## src/rtl/ad9833_cfg_ctrl.sv

```systemverilog
// ad9833_cfg_ctrl: programs an AD9833 DDS through an external 16-bit serializer.
// The controller sends five words on one cfg_start: reset/B28, FREQ0 LSBs,
// FREQ0 MSBs, PHASE0 and the final control word that selects the waveform.
// Each word is presented with ad9833_wr_en held high until the serializer
// reports completion, plus two trailing cycles. A fixed idle gap follows each
// word. A watchdog aborts the sequence if the serializer never finishes a word.
module ad9833_cfg_ctrl #(
  parameter int GAP_CYCLES     = 4,
  parameter int TIMEOUT_CYCLES = 64
) (
  input  logic        clk,
  input  logic        rst_n,
  input  logic        cfg_start,
  input  logic [27:0] freq_word,
  input  logic [11:0] phase_word,
  input  logic [1:0]  wave_sel,
  input  logic        ad9833_wr_finish,
  output logic [15:0] ad9833_data,
  output logic        ad9833_wr_en,
  output logic        cfg_busy,
  output logic        cfg_done,
  output logic        cfg_err
);

  // One shared counter times SEND (watchdog), HOLD and GAP, so it is sized
  // for the longest of them.
  localparam int CNT_MAX     = (TIMEOUT_CYCLES > GAP_CYCLES) ? TIMEOUT_CYCLES : GAP_CYCLES;
  localparam int CNT_W       = $clog2(CNT_MAX + 1);
  localparam int HOLD_CYCLES = 2;

  localparam logic [CNT_W-1:0] TMO_LAST  = CNT_W'(TIMEOUT_CYCLES - 1);
  localparam logic [CNT_W-1:0] GAP_LAST  = CNT_W'(GAP_CYCLES - 1);
  localparam logic [CNT_W-1:0] HOLD_LAST = CNT_W'(HOLD_CYCLES - 1);
  localparam logic [2:0]       LAST_IDX  = 3'd4;

  typedef enum logic [2:0] {
    S_IDLE,
    S_SEND,
    S_HOLD,
    S_GAP,
    S_DONE,
    S_ERR
  } state_t;

  state_t            state_q, state_d;
  logic [2:0]        idx_q, idx_d;
  logic [CNT_W-1:0]  cnt_q, cnt_d;
  logic [27:0]       freq_q, freq_d;
  logic [11:0]       phase_q, phase_d;
  logic [1:0]        wave_q, wave_d;
  logic [15:0]       data_q, data_d;
  logic              wr_en_q, wr_en_d;
  logic              busy_q, busy_d;
  logic              done_q, done_d;
  logic              err_q, err_d;

  // Word table: the control words keep B28 set so FREQ0 is written as two
  // 14-bit halves, and the last word releases RESET with the chosen waveform.
  function automatic logic [15:0] cfg_word(input logic [2:0]  idx,
                                           input logic [27:0] freq,
                                           input logic [11:0] phase,
                                           input logic [1:0]  wave);
    logic [15:0] w;
    case (idx)
      3'd0:    w = 16'h2100;
      3'd1:    w = {2'b01, freq[13:0]};
      3'd2:    w = {2'b01, freq[27:14]};
      3'd3:    w = {4'hC, phase};
      default: begin
        case (wave)
          2'd0:    w = 16'h2000;
          2'd1:    w = 16'h2002;
          2'd2:    w = 16'h2028;
          default: w = 16'h2020;
        endcase
      end
    endcase
    return w;
  endfunction

  // Next-state and next-output logic; every output is registered below.
  always_comb begin
    // NOTE: every signal gets a default first so no path through the case
    // leaves one unassigned, which would infer a latch.
    state_d = state_q;
    idx_d   = idx_q;
    cnt_d   = cnt_q;
    freq_d  = freq_q;
    phase_d = phase_q;
    wave_d  = wave_q;
    data_d  = data_q;
    wr_en_d = wr_en_q;
    busy_d  = busy_q;
    done_d  = 1'b0;
    err_d   = 1'b0;

    case (state_q)
      S_IDLE: begin
        if (cfg_start) begin
          freq_d  = freq_word;
          phase_d = phase_word;
          wave_d  = wave_sel;
          idx_d   = 3'd0;
          cnt_d   = '0;
          data_d  = cfg_word(3'd0, freq_word, phase_word, wave_sel);
          wr_en_d = 1'b1;
          busy_d  = 1'b1;
          state_d = S_SEND;
        end
      end

      S_SEND: begin
        // A finish arriving on the watchdog's final cycle still counts.
        if (ad9833_wr_finish) begin
          cnt_d   = '0;
          state_d = S_HOLD;
        end else if (cnt_q == TMO_LAST) begin
          wr_en_d = 1'b0;
          err_d   = 1'b1;
          state_d = S_ERR;
        end else begin
          cnt_d = cnt_q + 1'b1;
        end
      end

      S_HOLD: begin
        // Keep the enable up so the serializer can finish its last SCLK edge.
        if (cnt_q == HOLD_LAST) begin
          wr_en_d = 1'b0;
          cnt_d   = '0;
          state_d = S_GAP;
        end else begin
          cnt_d = cnt_q + 1'b1;
        end
      end

      S_GAP: begin
        if (cnt_q == GAP_LAST) begin
          cnt_d = '0;
          if (idx_q < LAST_IDX) begin
            idx_d   = idx_q + 3'd1;
            data_d  = cfg_word(idx_q + 3'd1, freq_q, phase_q, wave_q);
            wr_en_d = 1'b1;
            state_d = S_SEND;
          end else begin
            done_d  = 1'b1;
            state_d = S_DONE;
          end
        end else begin
          cnt_d = cnt_q + 1'b1;
        end
      end

      S_DONE, S_ERR: begin
        busy_d  = 1'b0;
        state_d = S_IDLE;
      end

      default: begin
        busy_d  = 1'b0;
        wr_en_d = 1'b0;
        state_d = S_IDLE;
      end
    endcase
  end

  // State and output registers; reset drops the serializer enable at once.
  always_ff @(posedge clk or negedge rst_n) begin
    // NOTE: the reset branch is asynchronous so ad9833_wr_en falls the moment
    // rst_n does, not at the next clock edge.
    if (!rst_n) begin
      state_q <= S_IDLE;
      idx_q   <= '0;
      cnt_q   <= '0;
      freq_q  <= '0;
      phase_q <= '0;
      wave_q  <= '0;
      data_q  <= '0;
      wr_en_q <= 1'b0;
      busy_q  <= 1'b0;
      done_q  <= 1'b0;
      err_q   <= 1'b0;
    end else begin
      // NOTE: non-blocking assignments, so every register samples the values
      // from before this edge regardless of statement order.
      state_q <= state_d;
      idx_q   <= idx_d;
      cnt_q   <= cnt_d;
      freq_q  <= freq_d;
      phase_q <= phase_d;
      wave_q  <= wave_d;
      data_q  <= data_d;
      wr_en_q <= wr_en_d;
      busy_q  <= busy_d;
      done_q  <= done_d;
      err_q   <= err_d;
    end
  end

  assign ad9833_data  = data_q;
  assign ad9833_wr_en = wr_en_q;
  assign cfg_busy     = busy_q;
  assign cfg_done     = done_q;
  assign cfg_err      = err_q;

endmodule

```

## config.mk

```make
export PLATFORM = sky130hd
export DESIGN_NAME = ad9833_cfg_ctrl
export DESIGN_NICKNAME = d
export VERILOG_FILES = /design/src/rtl/ad9833_cfg_ctrl.sv
export SDC_FILE = /design/constraint.sdc
export NUM_CORES = 1
export LEC_CHECK = 0
export BUFFER_PORTS_ARGS = -buffer_cell sky130_fd_sc_hd__buf_2
export CAP_MARGIN = 10
export CELL_PAD_IN_SITES_DETAIL_PLACEMENT = 1
export CELL_PAD_IN_SITES_GLOBAL_PLACEMENT = 1
export CORE_MARGIN = 2
export CORE_UTILIZATION = 37
export DETAILED_ROUTE_END_ITERATION = 10
export GPL_ROUTABILITY_DRIVEN = 0
export PLACE_DENSITY = 0.78
export SYNTH_ARGS = -nofsm -noshare
export SYNTH_HDL_FRONTEND = slang
export SYNTH_SLANG_ARGS = --single-unit
```

## constraint.sdc

```tcl
create_clock -name clk -period 2.15 [get_ports clk]
set_input_delay 0.3225 -clock clk [delete_from_list [all_inputs] [get_ports clk]]
set_output_delay 0.3225 -clock clk [all_outputs]
set_load 0.005 [all_outputs]
```

### Yosys cells after proc, flatten, opt, wreduce, memory -nomap -nowiden

Cells that the tools add are included.

| word-level totals | value |
|---|---|
| bits of input ports | 46 |
| word-level logic and storage cells | 87 |
| bits in registers | 75 |
| output and inout bits | 20 |

| cells by class | value |
|---|---|
| $lt $le $gt $ge | 1 |
| reduce and logical (&&, ||, !) cells | 13 |
| mux-type cells | 37 |
| $add $sub $neg | 2 |
| bitwise operators | 2 |
| equal/unequal tests | 21 |

Operators with widths:

| operator | number |
|---|---|
| case mux 16 bit (4 select lines) | 1 |
| two-way mux 16 bit | 3 |
| two-way mux 7 bit | 5 |
| case mux 16 bit (2 select lines) | 1 |
| case mux 7 bit (4 select lines) | 1 |
| two-way mux 3 bit | 9 |
| case mux 6 bit (3 select lines) | 1 |
| equality test 3 x 2 -> 1 bit, second input constant | 4 |
| two-way mux 1 bit | 12 |
| != test 2 bit, second input constant | 6 |
| case mux 3 bit (4 select lines) | 1 |
| AND reduction 4 bit | 2 |
| adder 7 x 1 -> 7 bit, second input constant | 1 |
| equality test 7 x 1 -> 1 bit, second input constant | 1 |
| equality test 7 x 2 -> 1 bit, second input constant | 1 |
| equality test 7 x 6 -> 1 bit, second input constant | 1 |
| AND reduction 7 bit | 1 |
| equality test 3 x 1 -> 1 bit, second input constant | 2 |
| equality test 3 bit, second input constant | 2 |
| zero test 3 bit | 2 |
| != test 3 bit, second input constant | 2 |
| case mux 3 bit (2 select lines) | 1 |
| case mux 1 bit (5 select lines) | 1 |
| AND reduction 2 bit | 2 |
| other kinds (12) | 13 |

### Longest topological paths before layout

| depth | value |
|---|---|
| depth after elaboration | 6 |
| depth in mapped cells | 7 |
| mapped depth without buffers | 7 |

### Worst setup path before layout

No wires, ideal clock.

| path | value |
|---|---|
| kind | register -> register |
| from | reg idx_q[0] |
| to | reg data_q[3] (netlist: ad9833_data[3]) |
| library setup time | 0.071 ns |
| arrival time | 1.959 ns |
| period minus slack after synthesis | 2.030 ns |
| stages on the path, launching flop included | 8 |
| setup slack | 0.120 ns |
| path buffers | 0 |
| required time | 2.079 ns |
| cell sequence | dfrtp_1 > ha_1 > ha_1 > nor2b_1 > nor4_2 > nand2_1 > o221a_2 > nor2_1 |

| between the ends | value |
|---|---|
| cells in the longest elaborated chain, start to end | 6 |

RTL lines:

| what | line | text |
|---|---|---|
| start, declared | 46 | `logic [2:0] idx_q, idx_d;` |
| start signal, assigned | 187 | `idx_q <= idx_d;` |
| adder 3 x 1 -> 3 bit | 142 | `data_d = cfg_word(idx_q + 3'd1, freq_q, phase_q, wave_q);` |
| equality test 3 x 2 -> 1 bit, or another cell as far along | 64 | `case (idx)` |
| case mux 16 bit (4 select lines) | 64 |  |
| two-way mux 16 bit | 140 | `if (idx_q < LAST_IDX) begin` |
| two-way mux 16 bit | 138 | `if (cnt_q == GAP_LAST) begin` |
| case mux 16 bit (2 select lines) | 97 | `case (state_q)` |
| end signal, assigned | 192 | `data_q <= data_d;` |
| end, declared | 51 | `logic [15:0] data_q, data_d;` |

Parallel ways exist; a longest one is shown, timed or not. The select of a mux whose other input is x is not followed.
A chain may end at the register's enable or synchronous reset.

### Final worst setup path

| path | value |
|---|---|
| from | reg idx_q[0] |
| to | reg data_q[4] (netlist: ad9833_data[4]) |

Same word-level chain as after synthesis.

==> results.md <==
- GR Util met2: 0.307
- Grt peak-use layer: met2
- Max Clk Rate: approximately 480 MHz
- I/O pins: 66
- DR iter-0 viols: 98
- Final HPWL DP: 6670 um
- Die area: 10100 um2
- Aggregate routed wire length: just over 9000 um
- Slew Limit Fails: 0
- GRT Overall Usage: 0.192
- Seq cells post-synth: 75
- Post-Synthesis Cells: 376
- Max Cap Violations: 0
- # port buffers: 65
- Min Clock Period, post-route: slightly above 2 ns
- DR WL/cell: 16.1 um
- CTS Buf Count: 9
- Slew at the pin closest to its max-slew limit: about 0.68 ns
- Post-Syn Area per Cell: 9.15 um2
- Cell taking the most area after synthesis: dfrtp_1
- Final period utilization: 0.967
- CTS Root Cell: clkbuf_8
- Fin. Hold Viols: 0
- Setup-failing EPs final: 0
- Rel. slew slack: 0.548
- Drt via density: slightly above 5
- Vias: ~2.9k
- Post-route insts no fill: 572
- Critical path peak fanout: 9
- Clk buf depth: 2
- Height of the die: 100 um
- Final ANT Viol Nets: 0
- Worst-path clk slew: 0.09 ns
- CP Capture Type: register
- Most frequent cells in the layout: 160 x nand2_1, 75 x dfrtp_1, 64 x buf_2
- Diode count: 0
- Synth Warn #: 0
- Fill cells: 1082
- Met3 usage: 0.0437
- H-tree Lvls: 3
- Setup WS post-layout: a little over 0.07 ns
- Top_reg_cell synth: dfrtp_1
- Final nets: just over 500
- Dpl cells: 554
- Clk_lat worst skew: around 0.35 ns
- Max VDD drop: ~460 uV
- CTS tree: yes
- Total global routing overflow: 0
- Antenna violations before repair: 0
- Yosys top cell area share: 0.545
- Critical path arrival: 2.32 ns
- Pwr dens: 1340 nW/um2
- Worst EP required: 2.39 ns
- Yosys cell types: 47
- Static Leak: 2.18 nW
- Layout cells sized above 1: 0.247
- Seq/Total Area, Yosys: 0.545
- Vias in the first global route: roughly 3.1k
- Crit path kind: reg -> reg
- Outcome: finished clean
- DRC violations left: 0
- Layout Skew: 0.00880 ns
- Leading cell type in the layout, fill and taps excluded: nand2_1
- First-pass detailed-route iteration total: 4
- Initial core utilization: 0.376
- Ys async rst share: 1.00
- Number of synthesized flops with an enable pin: 0
- Layout area overhead: 23.1%
- Pin count of the biggest net entering global routing: 46
- Critical path startpoint category: register
- First-pass GRT wire length: roughly 15000 um
- FP Rows: 35
- Mapped Area: 3440 um2
- Syn Nets: 429
- Core area: a little over 9000 um2
- Pre-CTS WS: 0.0136 ns
- Top cells by area, synth: dfrtp_1 55%, nand2_1 17%, a22o_1 3.3%
- Die Wd: 100 um
- Met1 Use GR: 0.265
- Hold Crit Class: in -> reg
- Sink Count: 75
[layer usage]
metal | share of wire | vias up
met5 | 0 | -
met4 | 0.0099 | 0
met3 | 0.042 | 7
met2 | 0.47 | 64
met1 | 0.48 | 1401
li1 | - | 1424
[worst paths after layout]
kind / from / end / slack [ns] / cells after the start
max: idx_q[0] / ad9833_data[4] / 0.07 / 8
min: freq_word[6] / freq_q[6] / 0.15 / 3
max reg2reg: idx_q[0] / ad9833_data[4] / 0.07 / 8
min reg2reg: freq_q[27] / freq_q[27] / 0.48 / 2
max in group asynchronous: rst_n / freq_q[5] / 1.13 / 3
min in group asynchronous: rst_n / cfg_err / 0.45 / 2
[final cells by class]
class,instances,area (um2),share of cell area
sequential,75,1880,0.443
tap,111,139,0.0328
inverter,7,26.3,0.00620
timing repair buffer,86,513,0.121
multi-input combinational,277,1500,0.353
clock buffer,10,138,0.0325
clock inverter,6,48.8,0.0115
[metrics by stage]
| stage | power [mW] | hold WS (ns) | utilization | setup TNS [ns] | instance area [um2] |
|---|---|---|---|---|---|
| after global routing | 6.16 | 0.147 | 0.463 | -0.110 | 4240 |
| final | 5.69 | 0.151 | 0.463 | 0 | 4240 |
| after CTS | 5.66 | 0.136 | 0.458 | 0 | 4190 |
| after floorplan | 3.75 | 0.0269 | - | 0 | 3440 |
| after detailed placement | 4.63 | 0.286 | 0.437 | 0 | 4000 |
| after global placement | 4.49 | 0.289 | 0.437 | 0 | 4000 |
[worst max-delay path: stages, from the launching register on]
cell,delay (ns)
dfrtp_1,0.42
ha_2,0.22
ha_4,0.30
nor2b_1,0.08
nor4_2,0.37
buf_4,0.21
nor3_4,0.05
buf_12,0.14
a22o_1,0.18
[power breakdown]
| part | switching [mW] | internal (mW) | total [mW] |
|---|---|---|---|
| logic | 1.35 | 0.993 | 2.34 |
| clock network | 0.548 | 0.458 | 1.01 |
| registers | 0.400 | 1.95 | 2.35 |
[cell families after synthesis]
kind of cell | Yosys count | share of synthesized area
and+or+nand+nor | 208 | 0.262
adders and majority gates | 7 | 0.0254
muxes | 2 | 0.00654
buffers and inverters | 24 | 0.0287
AOI/OAI and AO/OA | 60 | 0.132
DFF | 75 | 0.545
[sequential cells by signal, indices dropped and copies added (netlist names)]
name and cells:
ad9833_data 16, ad9833_wr_en 1, cfg_busy 1, cfg_done 1
cfg_err 1, cnt_q 7, freq_q 28, idx_q 3
phase_q 12, state_q 3, wave_q 2
[what timing repair did]
item / 4_1_cts / 5_1_grt
buffers inserted: 0 / 1
gates resized for setup: 0 / 4
hold endpoints to repair: 30 / 0
endpoints found under the setup margin: 0 / 15
hold buffers: 1 / 0
[cell usage after synthesis, drive strengths merged, types with 6 or more instances]
master	n
dfrtp	75
clkbuf	15
nand2b	7
a21oi	7
nor3	6
a22oi	9
nor2	14
nand2	160
ha	7
a22o	13
o21ai	9
inv	7
Note: power is estimated with default switching activity, not from simulation.
